**src/rtl/seq_alu_if.sv**
```systemverilog
// seq_alu_if: request/response bundle for the sequential ALU.
//   master : drives start, A, B, ALUop, ALUbank, Cin; observes busy, done,
//            result, flags
//   slave  : the ALU side of the same signals
interface seq_alu_if #(
  parameter int WIDTH = 8
);
  logic             start;
  logic [WIDTH-1:0] A;
  logic [WIDTH-1:0] B;
  logic [2:0]       ALUop;
  logic             ALUbank;
  logic             Cin;
  logic             busy;
  logic             done;
  logic [WIDTH-1:0] result;
  logic [3:0]       flags;

  modport master (
    output start, A, B, ALUop, ALUbank, Cin,
    input  busy, done, result, flags
  );

  modport slave (
    input  start, A, B, ALUop, ALUbank, Cin,
    output busy, done, result, flags
  );
endinterface

```
**src/rtl/seq_alu.sv**
```systemverilog
// seq_alu: ALU with single-cycle ops (BCD add/sub, logic, add/sub, pass)
// and iterative shift-add multiply / restoring divide.
//   clk   : sole clock, rising edge
//   reset : asynchronous, active-high
//   bus   : seq_alu_if slave (start/operands in, busy/done/result/flags out)
// flags = {N, Z, V, C}. op = {ALUbank, ALUop}.
//
// state  | meaning
// S_IDLE | ready; accepts start
// S_MUL  | shift-add multiply, one step per cycle, then finish
// S_DIV  | restoring divide, one step per cycle, then finish
module seq_alu #(
  parameter int WIDTH = 8
) (
  input logic     clk,
  input logic     reset,
  seq_alu_if.slave bus
);

  localparam int DIGITS = WIDTH / 4;
  localparam int CW     = $clog2(WIDTH + 1);

  typedef enum logic [1:0] {S_IDLE, S_MUL, S_DIV} state_t;

  state_t state, state_nxt;

  logic [3:0]       op_in;
  logic             iter_in;
  logic             accept;
  logic             finish;
  logic [WIDTH-1:0] a_q, b_q, acc_hi, acc_lo, result_q;
  logic [3:0]       op_q, flags_q;
  logic             cin_q, pend, done_q;
  logic [CW-1:0]    count;

  assign op_in   = {bus.ALUbank, bus.ALUop};
  assign iter_in = (op_in[3:2] == 2'b11);

  always_ff @(posedge clk or posedge reset) begin
    if (reset) state <= S_IDLE;
    else       state <= state_nxt;
  end

  always_comb begin
    state_nxt = state;
    accept    = 1'b0;
    finish    = 1'b0;
    case (state)
      S_IDLE: begin
        accept = bus.start;
        if (bus.start && iter_in) state_nxt = op_in[1] ? S_DIV : S_MUL;
      end
      S_MUL, S_DIV: begin
        // count reaches zero after WIDTH steps; the next edge writes the result
        if (count == '0) begin
          finish    = 1'b1;
          state_nxt = S_IDLE;
        end
      end
      default: state_nxt = S_IDLE;
    endcase
  end

  // single-cycle datapath, evaluated from the operands captured at accept
  logic [WIDTH:0]      add_u, sub_u;
  logic [WIDTH-1:0]    bcd_add, bcd_sub, alu_res;
  logic                bcd_add_c, bcd_sub_c, alu_c, alu_v, alu_n;
  logic [4:0]          dsum;
  logic signed [5:0]   ddiff;
  logic [3:0]          alu_flags;

  always_comb begin
    add_u = {1'b0, a_q} + {1'b0, b_q} + {{WIDTH{1'b0}}, cin_q};
    sub_u = {1'b0, a_q} - {1'b0, b_q} - {{WIDTH{1'b0}}, cin_q};

    bcd_add   = '0;
    bcd_sub   = '0;
    bcd_add_c = cin_q;
    bcd_sub_c = cin_q;
    dsum      = '0;
    ddiff     = '0;
    for (int i = 0; i < DIGITS; i++) begin
      dsum = {1'b0, a_q[4*i +: 4]} + {1'b0, b_q[4*i +: 4]} + {4'b0000, bcd_add_c};
      if (dsum > 5'd9) begin
        dsum      = dsum - 5'd10;
        bcd_add_c = 1'b1;
      end else begin
        bcd_add_c = 1'b0;
      end
      bcd_add[4*i +: 4] = dsum[3:0];

      ddiff = $signed({2'b00, a_q[4*i +: 4]}) - $signed({2'b00, b_q[4*i +: 4]})
              - $signed({5'b00000, bcd_sub_c});
      if (ddiff < 6'sd0) begin
        ddiff     = ddiff + 6'sd10;
        bcd_sub_c = 1'b1;
      end else begin
        bcd_sub_c = 1'b0;
      end
      bcd_sub[4*i +: 4] = ddiff[3:0];
    end

    alu_res = '0;
    alu_c   = 1'b0;
    alu_v   = 1'b0;
    case (op_q)
      4'h0: begin alu_res = bcd_add; alu_c = bcd_add_c; end
      4'h1: begin alu_res = bcd_sub; alu_c = bcd_sub_c; end
      4'h2: alu_res = a_q & b_q;
      4'h3: alu_res = a_q | b_q;
      4'h4: alu_res = a_q ^ b_q;
      4'h5: begin
        alu_res = a_q + WIDTH'(1);
        alu_c   = &a_q;
        alu_v   = (a_q == {1'b0, {(WIDTH-1){1'b1}}});
      end
      4'h8: begin
        alu_res = add_u[WIDTH-1:0];
        alu_c   = add_u[WIDTH];
        alu_v   = (a_q[WIDTH-1] == b_q[WIDTH-1]) && (add_u[WIDTH-1] != a_q[WIDTH-1]);
      end
      4'h9: begin
        // bit WIDTH of the extended difference is the borrow
        alu_res = sub_u[WIDTH-1:0];
        alu_c   = sub_u[WIDTH];
        alu_v   = (a_q[WIDTH-1] != b_q[WIDTH-1]) && (sub_u[WIDTH-1] != a_q[WIDTH-1]);
      end
      4'hA: alu_res = a_q;
      4'hB: alu_res = b_q;
      default: alu_res = '0;
    endcase

    alu_n     = (op_q[3:1] == 3'b000) ? 1'b0 : alu_res[WIDTH-1];
    alu_flags = {alu_n, (alu_res == '0), alu_v, alu_c};
    if (op_q == 4'h6) alu_flags = b_q[3:0];
  end

  // iterative datapath: {acc_hi, acc_lo} is the product register for MUL
  // (multiplier in acc_lo) and {remainder, quotient} for DIV
  logic [WIDTH:0]   mul_sum, div_sh;
  logic [WIDTH-1:0] div_sub, iter_res;
  logic             div_ge, iter_v;

  assign mul_sum  = {1'b0, acc_hi} + (acc_lo[0] ? {1'b0, a_q} : '0);
  assign div_sh   = {acc_hi, acc_lo[WIDTH-1]};
  assign div_ge   = (div_sh >= {1'b0, b_q});
  assign div_sub  = div_sh[WIDTH-1:0] - b_q;
  assign iter_res = op_q[0] ? acc_hi : acc_lo;
  assign iter_v   = op_q[1] && (b_q == '0);

  always_ff @(posedge clk or posedge reset) begin
    if (reset) begin
      a_q      <= '0;
      b_q      <= '0;
      op_q     <= '0;
      cin_q    <= 1'b0;
      pend     <= 1'b0;
      acc_hi   <= '0;
      acc_lo   <= '0;
      count    <= '0;
      result_q <= '0;
      flags_q  <= '0;
      done_q   <= 1'b0;
    end else begin
      done_q <= 1'b0;
      pend   <= accept && !iter_in;
      if (accept) begin
        a_q   <= bus.A;
        b_q   <= bus.B;
        op_q  <= op_in;
        cin_q <= bus.Cin;
        if (iter_in) begin
          acc_hi <= '0;
          acc_lo <= op_in[1] ? bus.A : bus.B;
          count  <= CW'(WIDTH);
        end
      end
      if (pend) begin
        result_q <= alu_res;
        flags_q  <= alu_flags;
        done_q   <= 1'b1;
      end
      if (state == S_MUL && count != '0) begin
        acc_hi <= mul_sum[WIDTH:1];
        acc_lo <= {mul_sum[0], acc_lo[WIDTH-1:1]};
        count  <= count - CW'(1);
      end
      if (state == S_DIV && count != '0) begin
        acc_hi <= div_ge ? div_sub : div_sh[WIDTH-1:0];
        acc_lo <= {acc_lo[WIDTH-2:0], div_ge};
        count  <= count - CW'(1);
      end
      if (finish) begin
        result_q <= iter_res;
        flags_q  <= {iter_res[WIDTH-1], (iter_res == '0), iter_v, 1'b0};
        done_q   <= 1'b1;
      end
    end
  end

  assign bus.busy   = (state != S_IDLE);
  assign bus.done   = done_q;
  assign bus.result = result_q;
  assign bus.flags  = flags_q;

endmodule

```
**src/flat_wrapper.sv**
```systemverilog
// flat-port wrapper written by rule: the top's interface ports become plain ports
module seq_alu_flat 
#(
  parameter int WIDTH = 8
)
  (clk, reset, bus_start, bus_A, bus_B, bus_ALUop, bus_ALUbank, bus_Cin, bus_busy, bus_done, bus_result, bus_flags);
  seq_alu_if #(.WIDTH(WIDTH)) bus_i ();
  input logic clk;
  input logic reset;
  input wire logic [$bits(bus_i.start)-1:0] bus_start;
  input wire logic [$bits(bus_i.A)-1:0] bus_A;
  input wire logic [$bits(bus_i.B)-1:0] bus_B;
  input wire logic [$bits(bus_i.ALUop)-1:0] bus_ALUop;
  input wire logic [$bits(bus_i.ALUbank)-1:0] bus_ALUbank;
  input wire logic [$bits(bus_i.Cin)-1:0] bus_Cin;
  output wire logic [$bits(bus_i.busy)-1:0] bus_busy;
  output wire logic [$bits(bus_i.done)-1:0] bus_done;
  output wire logic [$bits(bus_i.result)-1:0] bus_result;
  output wire logic [$bits(bus_i.flags)-1:0] bus_flags;
  assign bus_i.start = bus_start;
  assign bus_i.A = bus_A;
  assign bus_i.B = bus_B;
  assign bus_i.ALUop = bus_ALUop;
  assign bus_i.ALUbank = bus_ALUbank;
  assign bus_i.Cin = bus_Cin;
  assign bus_busy = bus_i.busy;
  assign bus_done = bus_i.done;
  assign bus_result = bus_i.result;
  assign bus_flags = bus_i.flags;
  seq_alu #(.WIDTH(WIDTH)) u_core (.clk(clk), .reset(reset), .bus(bus_i));
endmodule
```
**config.mk**
```make
export PLATFORM = sky130hd
export DESIGN_NAME = seq_alu_flat
export DESIGN_NICKNAME = d
export VERILOG_FILES = /design/src/rtl/seq_alu_if.sv /design/src/rtl/seq_alu.sv /design/src/flat_wrapper.sv
export SDC_FILE = /design/constraint.sdc
export NUM_CORES = 1
export LEC_CHECK = 0
export CORE_ASPECT_RATIO = 0.8
export CORE_UTILIZATION = 56
export CTS_CLUSTER_DIAMETER = 100
export DETAILED_ROUTE_END_ITERATION = 16
export HOLD_SLACK_MARGIN = 0.02
export MAX_ROUTING_LAYER = met4
export PLACE_DENSITY_LB_ADDON = 0.08
export REMOVE_ABC_BUFFERS = 1
export SYNTH_ARGS = -nofsm -noshare
export SYNTH_HDL_FRONTEND = slang
export SYNTH_SLANG_ARGS = --single-unit
export TNS_END_PERCENT = 30
```
**constraint.sdc**
```tcl
create_clock -name clk -period 4.8 [get_ports clk]
set_input_delay 0.96 -clock clk [delete_from_list [all_inputs] [get_ports clk]]
set_output_delay 0.96 -clock clk [all_outputs]
set_load 0.01 [all_outputs]
```
---- Yosys cells after proc, flatten, opt, wreduce, memory -nomap -nowiden ----
Cells that the tools add are included.
storage, ports and cells
  flip-flop bits (word level) ............. 57
  latch bits .............................. 0
  RAM bits ................................ 0
  memory bits (read-only) ................. 0
  input port bits ......................... 24
  output and inout port bits .............. 14
  word-level logic and storage cells ...... 126
  memories ................................ 0
operators by class
  $add $sub $neg .......................... 20
  $mul .................................... 0
  div/mod/pow operators ................... 0
  magnitude comparators ................... 5
  equal/unequal tests ..................... 20
  shift-type cells ........................ 0
  multiplexer cells ....................... 42
  bitwise operators ....................... 3
  reductions and logical operators ........ 24
operator list
  kind                                                                              count
  8-bit two-way mux                                                                 14
  8-bit one-hot mux with 10 select lines                                            1
  4-bit two-way mux                                                                 11
  8-bit logical NOT                                                                 3
  4-bit == test (second input constant)                                             4
  4-bit by 3-bit == test with 1-bit output (second input constant)                  3
  6-bit by 1-bit < comparator with 1-bit output (second input constant)             2
  5-bit by 2-bit subtractor with 6-bit output                                       2
  4-bit by 4-bit adder with 5-bit output                                            2
  5-bit by 1-bit adder with 5-bit output                                            2
  5-bit by 4-bit greater-than comparator with 1-bit output (second input constant)  2
  1-bit two-way mux                                                                 10
  4-bit by 4-bit subtractor with 5-bit output                                       2
  8-bit by 8-bit adder with 9-bit output                                            1
  8-bit by 9-bit adder with 9-bit output                                            1
  9-bit by 1-bit adder with 9-bit output                                            1
  9-bit by 8-bit greater-or-equal comparator with 1-bit output                      1
  8-bit by 8-bit subtractor with 9-bit output                                       1
  9-bit by 1-bit subtractor with 9-bit output                                       1
  4-bit adder (second input constant)                                               2
  8-bit by 1-bit adder with 8-bit output (second input constant)                    1
  8-bit bitwise AND                                                                 1
  4-bit by 2-bit == test with 1-bit output (second input constant)                  2
  8-bit by 7-bit == test with 1-bit output (second input constant)                  1
  26 further kinds                                                                  43

---- Longest topological paths before layout ----
  word-level depth ........................ 12
  depth in mapped cells ................... 22
  gate-level depth less buffers ........... 21

---- Least setup slack after synthesis ----
OpenSTA, ideal clock, no wires.
  path kind ............................... reg2reg
  start ................................... register u_core.b_q[0]
  end ..................................... register u_core.flags_q[2], in the netlist u_core.bus.flags[2]
  library setup time ...................... 0.066 ns
  data arrival time ....................... 5.192 ns
  data required time ...................... 4.734 ns
  setup slack ............................. -0.459 ns
  stages on the path, launching flop included .. 21
  buffers on the path ..................... 0
  period minus slack after synthesis ...... 5.259 ns
  cells stage by stage .................... dfrtp_1 -> fa_1 -> inv_1 -> fa_1 -> ha_1 -> a21boi_0 -> a31o_2 -> o31ai_1 -> fa_1 -> inv_1 -> fa_1 -> xor2_1 -> ha_1 -> nand2_1 -> a32o_2 -> nor3b_4 -> nor4_1 -> a211o_1 -> or4_4 -> nor4_2 -> a221o_1
between the ends
  cells in the longest elaborated chain, start to end .. 12
  elaborated cells between the ends (all ways) .. 32
  those cells by class .................... 14 x add/sub; 4 x order compare; 10 x mux; 3 x bitwise; 1 x reduce/logical
ends and longest elaborated chain
  item                                                                                                                       line                          RTL
  from (decl)                                                                                                                seq_alu.sv:31                 logic [WIDTH-1:0] a_q, b_q, acc_hi, acc_lo, result_q;
  from (signal assigned)                                                                                                     seq_alu.sv:169                b_q <= bus.B;
  4-bit by 4-bit subtractor with 5-bit output or 4-bit by 4-bit adder with 5-bit output (tied branches)                      seq_alu.sv:92, seq_alu.sv:83
  5-bit by 2-bit subtractor with 6-bit output or 5-bit by 1-bit adder with 5-bit output (tied branches)                      seq_alu.sv:93, seq_alu.sv:83
  6-bit by 1-bit < comparator with 1-bit output or 5-bit by 4-bit greater-than comparator with 1-bit output (tied branches)  seq_alu.sv:94, seq_alu.sv:84
  1-bit two-way mux, on equally long branches                                                                                seq_alu.sv:94, seq_alu.sv:84
  5-bit by 2-bit subtractor with 6-bit output or 5-bit by 1-bit adder with 5-bit output (tied branches)                      seq_alu.sv:93, seq_alu.sv:83
  6-bit by 1-bit < comparator with 1-bit output (tied with other cells)                                                      seq_alu.sv:94                 if (ddiff < 6'sd0) begin
  4-bit two-way mux, on equally long branches                                                                                seq_alu.sv:94, seq_alu.sv:84
  8-bit one-hot mux with 10 select lines *                                                                                   seq_alu.sv:106                case (op_q)
  8-bit logical NOT *                                                                                                        seq_alu.sv:134                alu_flags = {alu_n, (alu_res == '0), alu_v, alu_c};
  4-bit two-way mux *                                                                                                        seq_alu.sv:135                if (op_q == 4'h6) alu_flags = b_q[3:0];
  4-bit two-way mux *                                                                                                        seq_alu.sv:178                if (pend) begin
  4-bit two-way mux *                                                                                                        seq_alu.sv:193                if (finish) begin
  to (signal assigned)                                                                                                       seq_alu.sv:180                flags_q <= alu_flags;
  to (signal assigned)                                                                                                       seq_alu.sv:195                flags_q <= {iter_res[WIDTH-1], (iter_res == '0), iter_v, 1'b0};
  to (decl)                                                                                                                  seq_alu.sv:32                 logic [3:0] op_q, flags_q;
Mark *: on every way between the ends. The rest lies on a longest branch, timed or not. The select of a mux whose other input is x is not followed.
A chain may end at the register's enable or synchronous reset.

---- Worst setup path after layout ----
  start ................................... register u_core.cin_q
  end ..................................... register u_core.result_q[6], in the netlist u_core.bus.result[6]
between the ends
  cells in the longest elaborated chain, start to end .. 9
  elaborated cells between the ends (all ways) .. 19
  those cells by class .................... 8 x add/sub; 4 x order compare; 7 x mux
ends and longest elaborated chain
  item                                                                                                                       line                          RTL
  from (decl)                                                                                                                seq_alu.sv:33                 logic cin_q, pend, done_q;
  from (signal assigned)                                                                                                     seq_alu.sv:171                cin_q <= bus.Cin;
  5-bit by 2-bit subtractor with 6-bit output or 5-bit by 1-bit adder with 5-bit output (tied branches)                      seq_alu.sv:93, seq_alu.sv:83
  6-bit by 1-bit < comparator with 1-bit output or 5-bit by 4-bit greater-than comparator with 1-bit output (tied branches)  seq_alu.sv:94, seq_alu.sv:84
  1-bit two-way mux, on equally long branches                                                                                seq_alu.sv:94, seq_alu.sv:84
  5-bit by 2-bit subtractor with 6-bit output or 5-bit by 1-bit adder with 5-bit output (tied branches)                      seq_alu.sv:93, seq_alu.sv:83
  6-bit by 1-bit < comparator with 1-bit output (tied with other cells)                                                      seq_alu.sv:94
  4-bit two-way mux, on equally long branches                                                                                seq_alu.sv:94, seq_alu.sv:84
  8-bit one-hot mux with 10 select lines *                                                                                   seq_alu.sv:106
  8-bit two-way mux *                                                                                                        seq_alu.sv:178
  8-bit two-way mux *                                                                                                        seq_alu.sv:193
  to (signal assigned)                                                                                                       seq_alu.sv:179                result_q <= alu_res;
  to (signal assigned)                                                                                                       seq_alu.sv:194                result_q <= iter_res;
  to (decl)                                                                                                                  seq_alu.sv:31
Marks and branches as above.

==> flow_metrics.tcl <==
set metrics [dict create \
    run_status "finished, violations left" \
    violations "setup timing" \
    yosys.area_share.adder_pct 16.8 \
    clockRootBuffer "clkbuf_16" \
    ys_warn_count 0 \
    overflow 0 \
    hold_class "reg -> reg" \
    gp_congestion 0.973 \
    synth_top_family_by_area "compound AO/OA/AOI/OAI gates" \
    critPathKind "reg -> reg" \
    vias_per_cell 6.40 \
    min_from "u_core.count[3]" \
    synth_cell_types 82 \
    drive_above_1_share_pct 14.3 \
    hold_depth 1 \
    slowest_delay_ns 0.58 \
    yosysSeqAreaShare_pct 22.8 \
    fin_crit_ns 4.96 \
    clock_latency_ns 0.33 \
    synth-simple-area-share_pct 17.2 \
    synth_enable_flop_cells 0 \
    finalCritPeriodShare_pct 103 \
    cp_max_fo 4 \
    final_common_cell "ha_1" \
    wl_um 19400 \
    num_rows 34 \
    grt_pass1_vias 5569 \
    yosys_register_bits 57 \
    setup_slack_ns -0.161 \
    diodes 0 \
    numCtsBuffers 9 \
    cts_tree "built" \
    clock.fmax_mhz 202 \
    antenna_found_initial 0 \
    end_kind "flop" \
    core_area_um2 10800 \
    path_cells "fa_2, inv_2, fa_2, ha_2, a21boi_4, a31o_4, o31ai_4, fa_2, inv_2, fa_2, ha_2, nand2_1, a32o_2, nor3b_4, nor4_1, a211o_1, or4_4, mux2i_1, mux2i_1" \
    r2r_setup_slack_ns -0.16 \
    setup_viol 2 \
    path_buf_inv 2 \
    nNetsFinal 890 \
    cts_sinks 57 \
    worstReg2RegEnd "u_core.bus.result[6]" \
    synth_compound_area_share_pct 22.4 \
    hold_ws_ns 0.505 \
    dieArea_um2 11600 \
    cts_buffer_depth 2 \
    final_cell_area_um2 7330 \
    initial_core_util_pct 57.6 \
    cp-start-kind "flop" \
    drc 0 \
    syn_inst 732 \
    crit_family "adder cells" \
    multi_input_area_um2 4550 \
    slowest_stage "fa_2" \
    via_count 5995 \
    holdPathEnd "u_core.count[3]" \
    maxSlewViolCount 0 \
    yosys_most_used_dff "dfrtp_1" \
    path_common_cell "fa_2" \
    first_pass_iters 5 \
    r2r_start "u_core.cin_q" \
    grt_pass1_wl_um 30500 \
    synth.avg_cell_area_um2 8.53 \
    htreeDepth 3 \
    place_area_um2 6930 \
    grt_setup_unrepaired "true" \
    slew_headroom_pct 35.1 \
    grt_max_degree 31 \
    worstMarginPinSlew_ns 0.973 \
    reg2regPathDepth 19 \
    wl_per_cell_um 20.7 \
    fillers 934 \
    synth_xor_area_share_pct 5.27 \
    drt-initial-drc-count 562 \
    final_cell_mix "65 x ha_1, 57 x dfrtp_1, 55 x nor2_1" \
    critPathArrivalTime_ns 5.16 \
    dp_hpwl_um 15100 \
    areaGrowthSynthToFinish_pct 17.3 \
    pre_cts_slack_ns -0.696 \
    max_cap_viol_count 0 \
    grt_usage_pct 36.1 \
    synthArstFlopShare_pct 100 \
    ant_nets 0 \
    clk_pin_slew_ns 0.05 \
    hold_viol_final 0 \
    required_ns 5.00 \
    portBuffers 37 \
    synth_area_um2 6250 \
    die_w_um 120 \
    io-pin-count 38 \
    seqCellArea_um2 1430 \
    clock_skew_ns 0.00709 \
    die_h_um 96.5 \
    synthMuxAreaShare_pct 9.69 \
]
cell usage after synthesis, drive strengths merged, types with 10 or more instances:
cell type / count / area, um^2
a211oi: 15 / 113
a21oi: 43 / 223
and2: 10 / 62.6
clkbuf: 22 / 93.8
dfrtp: 57 / 1430
fa: 10 / 200
ha: 68 / 851
inv: 56 / 210
mux2: 23 / 259
mux2i: 32 / 324
nand2: 46 / 173
nand2b: 10 / 62.6
nand3: 19 / 100
nor2: 56 / 213
nor3: 16 / 85.1
o21ai: 53 / 265
xnor2: 27 / 236
metrics by stage:
stage,util [%],TNS (ns),cells
global route,67.6,-0.778,936
global placement,63.9,-1.03,919
CTS,67.4,-0.599,936
finish,67.6,-0.315,936
detailed placement,63.9,-2.00,919
floorplan,-,-0.794,701
metal layers:
| metal | track usage [%] | share of wire (%) | vias to the layer above |
|---|---|---|---|
| met1 | 50.4 | 47 | 2914 |
| li1 | - | - | 2793 |
| met4 | 7.92 | 1.7 | 0 |
| met3 | 10.0 | 9.0 | 27 |
| met2 | 51.6 | 42 | 261 |
| met5 | - | 0 | - |
cell families after synthesis:
kind of cell / after synthesis
buffers and inverters: 88
and+or+nand+nor: 207
adders and majority gates: 78
DFF: 57
xor gates and xnor gates: 36
AOI/OAI and AO/OA: 210
muxes: 56
sequential cells by signal, indices dropped and copies added, names as in the netlist:
name	flops
u_core.op_q	4
u_core.bus.flags	4
u_core.cin_q	1
u_core.a_q	8
u_core.state	2
u_core.acc_lo	8
u_core.pend	1
u_core.count	4
u_core.bus.result	8
u_core.acc_hi	8
u_core.b_q	8
u_core.bus.done	1
worst max-delay path by stage:
| stage | startpoint | endpoint | cells after the start |
|---|---|---|---|
| final | u_core.cin_q | u_core.bus.result[6] | 19 |
| after global routing | u_core.cin_q | u_core.bus.flags[2] | 20 |
| after CTS | u_core.a_q[0] | u_core.bus.result[6] | 20 |
| after detailed placement | u_core.cin_q | u_core.bus.flags[2] | 21 |
| after global placement | u_core.cin_q | u_core.bus.flags[2] | 21 |
| after floorplan | u_core.b_q[0] | u_core.bus.flags[2] | 20 |
cell type report:
| cell class | instances | area share [%] |
|---|---|---|
| multi-input combinational | 587 | 62.0 |
| sequential | 57 | 19.5 |
| timing repair buffer | 76 | 9.05 |
| clock buffer | 12 | 3.50 |
| inverter | 57 | 2.94 |
| tap | 144 | 2.46 |
| clock inverter | 3 | 0.546 |
timing repair:
| action | 4_1_cts | 5_1_grt |
|---|---|---|
| endpoints found under the hold margin | 0 | 0 |
| buffers inserted | 3 | 0 |
| pin swaps | 14 | 5 |
| hold buffers | 0 | 0 |
| setup endpoints to repair | 5 | 4 |
| resized for setup | 16 | 4 |
Power is left out: the tool's default activity adds up to more than one toggle a clock period on the data nets, which glitch-free logic cannot reach.
